<file path="src/rtl/mmio_port_responder.sv">
// Memory-mapped I/O responder on the data-memory bus: output port, synchronized
// input port with sticky rising-edge flags, a down-counting timer and a status word.
module mmio_port_responder #(
  parameter logic [31:0] BASE_ADDR   = 32'h1001_0040,
  parameter int          SYNC_STAGES = 2
) (
  input  logic        clk,
  input  logic        reset,
  input  logic [31:0] Address,
  input  logic [31:0] WriteData,
  input  logic        MemWrite,
  input  logic        MemRead,
  output logic [31:0] ReadData,
  output logic        IOSelect,
  input  logic [7:0]  PortIn,
  output logic [31:0] PortOut,
  output logic        EdgePending
);

  localparam int SyncWidth = SYNC_STAGES * 8;

  localparam logic [2:0] OffPortOut = 3'd0;
  localparam logic [2:0] OffPortIn  = 3'd1;
  localparam logic [2:0] OffInEdge  = 3'd2;
  localparam logic [2:0] OffTimer   = 3'd3;
  localparam logic [2:0] OffStatus  = 3'd4;

  logic                 hit;
  logic [2:0]           wordSel;
  logic                 wrPortOut;
  logic                 wrInEdge;
  logic                 wrTimer;
  logic                 wrStatus;

  logic [SyncWidth-1:0] syncChain;
  logic [7:0]           portInSync;
  logic [7:0]           portInPrev;
  logic [7:0]           riseEvent;

  logic [7:0]           inEdge;
  logic [7:0]           inEdgeNext;
  logic [31:0]          timerCount;
  logic [31:0]          timerNext;
  logic                 done;
  logic                 doneNext;
  logic                 doneSet;
  logic [31:0]          portOutNext;
  logic                 edgePendingNext;
  logic [31:0]          readMux;

  // Window hit requires matching the 32-byte block and a word-aligned address.
  assign hit        = (Address[31:5] == BASE_ADDR[31:5]) && (Address[1:0] == 2'b00);
  assign IOSelect   = hit;
  assign wordSel    = Address[4:2];
  assign portInSync = syncChain[SyncWidth-1 -: 8];

  // Store decode: one write enable per writable register.
  always_comb begin
    wrPortOut = 1'b0;
    wrInEdge  = 1'b0;
    wrTimer   = 1'b0;
    wrStatus  = 1'b0;
    if (hit && MemWrite) begin
      case (wordSel)
        OffPortOut: wrPortOut = 1'b1;
        OffInEdge:  wrInEdge  = 1'b1;
        OffTimer:   wrTimer   = 1'b1;
        OffStatus:  wrStatus  = 1'b1;
        default: begin
          wrPortOut = 1'b0;
          wrInEdge  = 1'b0;
          wrTimer   = 1'b0;
          wrStatus  = 1'b0;
        end
      endcase
    end else begin
      wrPortOut = 1'b0;
      wrInEdge  = 1'b0;
      wrTimer   = 1'b0;
      wrStatus  = 1'b0;
    end
  end

  // Next-state logic; hardware set events take priority over W1C clears.
  always_comb begin
    riseEvent       = portInSync & ~portInPrev;
    inEdgeNext      = inEdge | riseEvent;
    timerNext       = timerCount;
    doneSet         = 1'b0;
    doneNext        = done;
    portOutNext     = PortOut;
    edgePendingNext = |inEdge;

    if (wrInEdge) begin
      inEdgeNext = (inEdge & ~WriteData[7:0]) | riseEvent;
    end else begin
      inEdgeNext = inEdge | riseEvent;
    end

    // A load overrides the decrement, so a load while at 1 never raises DONE.
    if (wrTimer) begin
      timerNext = WriteData;
      doneSet   = 1'b0;
    end else if (timerCount != 32'd0) begin
      timerNext = timerCount - 32'd1;
      doneSet   = (timerCount == 32'd1);
    end else begin
      timerNext = timerCount;
      doneSet   = 1'b0;
    end

    if (doneSet) begin
      doneNext = 1'b1;
    end else if (wrStatus && WriteData[0]) begin
      doneNext = 1'b0;
    end else begin
      doneNext = done;
    end

    if (wrPortOut) begin
      portOutNext = WriteData;
    end else begin
      portOutNext = PortOut;
    end
  end

  // Load data mux; reads come from current state so a same-cycle store shows the old value.
  always_comb begin
    readMux = 32'h0;
    case (wordSel)
      OffPortOut: readMux = PortOut;
      OffPortIn:  readMux = {24'h0, portInSync};
      OffInEdge:  readMux = {24'h0, inEdge};
      OffTimer:   readMux = timerCount;
      OffStatus:  readMux = {30'h0, EdgePending, done};
      default:    readMux = 32'h0;
    endcase
    if (hit && MemRead) begin
      ReadData = readMux;
    end else begin
      ReadData = 32'h0;
    end
  end

  // State registers, including the input synchronizer chain.
  always_ff @(posedge clk or posedge reset) begin
    if (reset) begin
      syncChain   <= '0;
      portInPrev  <= 8'h00;
      inEdge      <= 8'h00;
      timerCount  <= 32'h0;
      done        <= 1'b0;
      PortOut     <= 32'h0;
      EdgePending <= 1'b0;
    end else begin
      syncChain   <= {syncChain[SyncWidth-9:0], PortIn};
      portInPrev  <= portInSync;
      inEdge      <= inEdgeNext;
      timerCount  <= timerNext;
      done        <= doneNext;
      PortOut     <= portOutNext;
      EdgePending <= edgePendingNext;
    end
  end

endmodule

</file>
<file path="config.mk">
export PLATFORM = sky130hd
export DESIGN_NAME = mmio_port_responder
export DESIGN_NICKNAME = d
export VERILOG_FILES = /design/src/rtl/mmio_port_responder.sv
export SDC_FILE = /design/constraint.sdc
export NUM_CORES = 1
export LEC_CHECK = 0
export ABC_AREA = 0
export CORE_MARGIN = 1.5
export CORE_UTILIZATION = 43
export CTS_CLUSTER_DIAMETER = 50
export DETAILED_ROUTE_END_ITERATION = 8
export GPL_TIMING_DRIVEN = 0
export MAX_ROUTING_LAYER = met4
export PLACE_DENSITY = 0.77
export SLEW_MARGIN = 20
export SYNTH_ARGS = -nofsm -noshare
export SYNTH_HDL_FRONTEND = slang
export SYNTH_SLANG_ARGS = --single-unit
</file>
<file path="constraint.sdc">
create_clock -name clk -period 3.2 [get_ports clk]
set_input_delay 0.8 -clock clk [delete_from_list [all_inputs] [get_ports clk]]
set_output_delay 0.8 -clock clk [all_outputs]
set_load 0.005 [all_outputs]
</file>
Word level (Yosys, flattened, before mapping) --
Index checks and enable logic that the tools add are counted.
Cells by class: $add $sub $neg 1, eq/ne operators 6, multiplexer cells 17, bitwise gates (word level) 6, reductions and logical operators 10
Operators with widths (count):
- $pmux W32 S5 | 1
- $mux W32 | 3
- $eq A32 B1 Y1 const B | 1
- $reduce_bool A32 Y1 | 1
- $sub A32 B1 Y32 const B | 1
- $eq A27 B24 Y1 const B | 1
- $and A8 B8 Y8 | 2
- $not A8 Y8 | 2
- $or A8 B8 Y8 | 2
- $mux W1 | 12
- $mux W8 | 1
- $reduce_or A8 Y1 | 1
- $eq A3 B2 Y1 const B | 2
- $logic_and A1 B1 Y1 | 4
- $reduce_bool A2 Y1 | 2
- $eq A3 B1 Y1 const B | 1
- $eq A3 B3 Y1 const B | 1
- $logic_not A3 Y1 | 1
- $logic_not A2 Y1 | 1
Word-level totals: flip-flop bits (word level) 98, output and inout bits 66, word-level logic and storage cells 47

Logic depth before layout (Yosys ltp) --
depth in word-level cells 7, depth in mapped cells 9, gate-level depth less buffers 8

Worst setup path before layout --
No wires, ideal clock.
path type input port to output port, start input Address[13], end output ReadData[5], data arrival time 2.123 ns, required time 2.400 ns, setup slack 0.277 ns, stages on the path 6, cells stage by stage nor4b_1 -> and4_1 -> and2_0 -> o211ai_1 -> clkbuf_1 -> nor3b_1
Between the ends: word-level cells in the longest chain between the ends 4
Ends and longest elaborated chain:
- from (decl) | line 9 | input logic [31:0] Address,
- $eq A27 B24 Y1 | line 52 | assign hit = (Address[31:5] == BASE_ADDR[31:5]) && (Address[1:0] == 2'b00);
- $logic_and A1 B1 Y1 | line 52
- net IOSelect | line 14 | output logic IOSelect,
- $logic_and A1 B1 Y1 | line 138 | if (hit && MemRead) begin
- $mux W32 | line 138
- to (decl) | line 13 | output logic [31:0] ReadData,
The timed path passes the listed nets, and every way through them passes these cells.

Worst setup path in the final report --
start input Address[22], end output ReadData[2]
Between the ends: word-level cells in the longest chain between the ends 4
Ends and longest elaborated chain (line):
- $eq A27 B24 Y1 | 52
- $logic_and A1 B1 Y1 | 52
- $logic_and A1 B1 Y1 | 138
- $mux W32 | 138
Every way passes these cells.

==> impl_results.rst <==
.. list-table::
   :header-rows: 1

   * - Metric
     - Value
   * - Number of flops mapped to enable cells by yosys
     - 0
   * - Mux contribution to synthesized area
     - around a tenth
   * - CORE AREA
     - 10800 um^2
   * - Main synth FF type
     - sky130_fd_sc_hd__dfrtp_1
   * - Area leader, netlist
     - sky130_fd_sc_hd__dfrtp_1
   * - Top layer reached by signal wires
     - met4
   * - Syn Nets
     - 526
   * - I/O pin total
     - between 100 and 150
   * - Number of sinks on the clock net
     - 98
   * - Top cells by area in the synthesized netlist
     - sky130_fd_sc_hd__dfrtp_1, sky130_fd_sc_hd__mux2_2, sky130_fd_sc_hd__a22oi_1
   * - Req. time, crit path
     - between 2 and 2.5 ns
   * - Async S/R FF share, synth
     - 100%
   * - WL met3
     - just over 900 um
   * - Final routed wirelength across all metal layers
     - roughly 14000 um
   * - Filler cell count
     - 889
   * - Diode count
     - 0
   * - Total number of vias
     - around 4300
   * - Remaining global-route overflow
     - 0
   * - Number of nets with antenna violations after routing
     - 0
   * - Proportion of layout cells with a drive suffix above 1
     - 27.1%
   * - Synthesis-to-finish area growth
     - 45.4%
   * - Initial antenna violation count
     - 0
   * - Via count of the first global-routing pass
     - around 4300
   * - Commonest cells after routing, fill and taps aside
     - sky130_fd_sc_hd__dfrtp_1, sky130_fd_sc_hd__clkdlybuf4s50_1, sky130_fd_sc_hd__nand2_1, sky130_fd_sc_hd__mux2_2, sky130_fd_sc_hd__buf_2
   * - Total met2 wirelength after detailed routing
     - 6870 um
   * - Wire length of the first global-routing pass
     - roughly 22000 um
   * - Post-Syn Area per Cell
     - approximately 11 um^2
   * - Portion of the post-synthesis area used by sequential elements
     - about half
   * - Max Clock Skew
     - approximately 0.0087 ns
   * - Critical path peak fanout
     - 5
   * - GRT Util Overall
     - 25.3%
   * - TritonRoute pass-1 iters
     - 7
   * - Worst-margin pin slew
     - about 1.2 ns
   * - Final hold slack
     - 0.352 ns
   * - Initial core utilization
     - about 44%
   * - Wire per inst
     - ~18 um
   * - Max Clk Rate
     - approximately 320 MHz
   * - Critical path cell sequence
     - clkbuf_2, nor4_4, and4_4, and2_4, o211ai_1, buf_4, nor3b_2, dlygate4sd2_1
   * - Total power divided by cell area
     - ~330 nW/um^2
   * - Data arrival at the endpoint of the critical path
     - 2.37 ns
   * - H-tree lvl count
     - 3
   * - Routed vias/inst
     - roughly 5.6
   * - Largest stage delay on the critical path
     - 0.28 ns
   * - Cell variety after synth
     - between 40 and 50
   * - Commonest non-fill, non-tap cell in the layout
     - sky130_fd_sc_hd__dfrtp_1
   * - Clock slew seen by the registers of the worst setup and hold paths
     - 0.08 ns
   * - Pin count of the biggest net entering global routing
     - 32
   * - Synth Warn #
     - 0
   * - 1st-iter DRT viols
     - around 260
   * - Crit end category
     - output pin
   * - Die extent in y
     - about 110 um
   * - Row cnt
     - 38
   * - Post-Synth XOR/XNOR Area
     - 4.25%
   * - Insertion delay to the later sink of the worst-skew pair
     - around 0.37 ns
   * - Count of state elements after synthesis
     - a little under 100
   * - Peak ir drop on the vdd network
     - about 0.19 mV
   * - DRC viols
     - 0
   * - Die Footprint
     - 11700 um^2
   * - Hold buffer count at cts
     - 0
   * - Cell area after synthesis
     - around 4700 um^2
   * - Type of origin of the critical path
     - input port
   * - Buffer type at the clock tree root
     - sky130_fd_sc_hd__clkbuf_8
   * - Hold WC Path Type
     - flip-flop to flip-flop
   * - Net count of the finished layout
     - between 600 and 700
   * - Slowest CP cell
     - sky130_fd_sc_hd__nor4_4
   * - Slew Limit Headroom
     - a little over a fifth
   * - Number of buffers on the longest clock path
     - 2
   * - Simple-gate portion of the synthesized area
     - 17.1%
   * - Overall power after layout
     - 0.00225 W
   * - Count of port buffers added during placement
     - ~140
   * - Hold violation count in the final report
     - 0
   * - Category of the critical setup timing path
     - input port to output pin
   * - Total setup violations reported at the end of the flow
     - 0
   * - Max-cap viol count
     - 0
   * - Die span in x
     - around 110 um
   * - Dominant combinational cell family by area after synthesis
     - simple AND/OR/NAND/NOR gates
   * - Share of the synthesized area in the top cell type
     - 51.7%
   * - Compound-cell area share of the yosys netlist
     - between 10% and 20%
   * - Count of mapped cells out of synthesis
     - around 450
   * - Adder and majority cell fraction of the synthesized area
     - 0.528%
   * - Post-detail-place hpwl
     - a little under 10000 um
   * - Number of max-slew violations in the final report
     - 0
   * - Fin crit share
     - 99.2%
   * - Cts bufs inserted
     - 9
   * - Run status
     - completed
   * - Leakage power total
     - 2.77 nW
   * - Placer congestion estimate
     - approximately 0.86
   * - Final period demand of the worst path
     - 3.17 ns
   * - Routed met1 length
     - about 5600 um
   * - Clock tree from TritonCTS
     - yes
[cell usage after synthesis (2+ instances only)]
cell and n:
sky130_fd_sc_hd__dfrtp_1 98, sky130_fd_sc_hd__nand2_1 47, sky130_fd_sc_hd__nor2_1 39, sky130_fd_sc_hd__mux2_2 33, sky130_fd_sc_hd__a22oi_1 25, sky130_fd_sc_hd__o21ai_0 25, sky130_fd_sc_hd__clkbuf_1 18, sky130_fd_sc_hd__nor3_1 14
sky130_fd_sc_hd__inv_1 12, sky130_fd_sc_hd__nor4_1 12, sky130_fd_sc_hd__xnor2_1 12, sky130_fd_sc_hd__a22o_1 11, sky130_fd_sc_hd__xor2_1 11, sky130_fd_sc_hd__o31ai_1 9, sky130_fd_sc_hd__nor2b_1 7, sky130_fd_sc_hd__mux2i_1 6
sky130_fd_sc_hd__nor3b_1 6, sky130_fd_sc_hd__nand3_1 5, sky130_fd_sc_hd__nor4b_1 5, sky130_fd_sc_hd__buf_1 4, sky130_fd_sc_hd__or3_1 4, sky130_fd_sc_hd__a222oi_1 3, sky130_fd_sc_hd__mux4_2 3, sky130_fd_sc_hd__nand2b_1 3
sky130_fd_sc_hd__and3_1 2, sky130_fd_sc_hd__and4_1 2, sky130_fd_sc_hd__buf_2 2, sky130_fd_sc_hd__ha_1 2, sky130_fd_sc_hd__nand3b_1 2, sky130_fd_sc_hd__nand4_1 2, sky130_fd_sc_hd__o211ai_1 2, sky130_fd_sc_hd__o21a_1 2
sky130_fd_sc_hd__o21ai_1 2, sky130_fd_sc_hd__or4_1 2, sky130_fd_sc_hd__or4_4 2
[final timing paths]
check,from,end,slack [ns],cells past startpoint
min,syncChain[7],syncChain[15],0.35,0
min in group asynchronous,reset,PortOut[26],0.78,2
max,Address[22],ReadData[2],0.03,8
min reg2reg,syncChain[7],syncChain[15],0.35,0
max in group asynchronous,reset,timerCount[5],1.75,4
max reg2reg,timerCount[2],timerCount[21],0.25,7
[per-stage QoR]
stage	setup TNS [ns]	worst slack, ns	instances	utilization (%)	cell area [um^2]
after detailed placement	-54.82	-1.31	732	59.3	6400
after CTS	-0.467	-0.0678	760	63.4	6840
after floorplan	0	0.277	448	-	4740
after global routing	-0.0161	-0.00771	761	63.9	6900
final	0	0.0262	761	63.9	6900
after global placement	-67.72	-1.38	729	58.7	6330
[final cells by class]
type | count | area [um^2] | area share (%)
inverter | 12 | 48.8 | 0.708
timing repair buffer | 159 | 1450 | 21.1
clock inverter | 3 | 40.0 | 0.581
buffer | 24 | 204 | 2.96
multi-input combinational | 313 | 2380 | 34.5
sequential | 98 | 2450 | 35.6
tap | 140 | 175 | 2.54
clock buffer | 12 | 145 | 2.10
[worst max-delay path: cells and delay by family]
| kind | cells | cell delay [ns] |
|---|---|---|
| and+or+nand+nor | 4 | 0.93 |
| buffers and inverters | 3 | 0.56 |
| AOI/OAI and AO/OA | 1 | 0.07 |
[routing by layer]
metal	vias up	GRT usage (%)
met1	2121	31.3
li1	1960	-
met2	180	40.7
met3	37	3.80
met5	-	-
met4	0	12.1
[power breakdown]
part           total, W  switching, W  internal [W]
clock network  0.000782      0.000405      0.000377
logic          0.000206     0.0000948      0.000111
registers       0.00126    0.00000704       0.00125
[kinds of logic (layout without fill, tap and decap cells)]
family	count (synthesis)	after routing
compound gates	86	86
fa+ha+maj	2	2
flops	98	98
buf+inv	37	210
xor+xnor	23	23
mux	42	42
simple gates	160	160
[sequential cells by signal, summed over array words and instances, names as in the netlist]
signal and cells:
inEdge 8, EdgePending 1, syncChain 16, timerCount 32, done 1, portInPrev 8, PortOut 32
[repair_timing]
item / CTS / global route
resized for setup: 259 / 41
setup endpoints to repair: 63 / 32
gates cloned: 1 / 0
pin swaps: 21 / 17
setup buffers: 12 / 2
No activity file was read; power rests on OpenSTA's default activity.
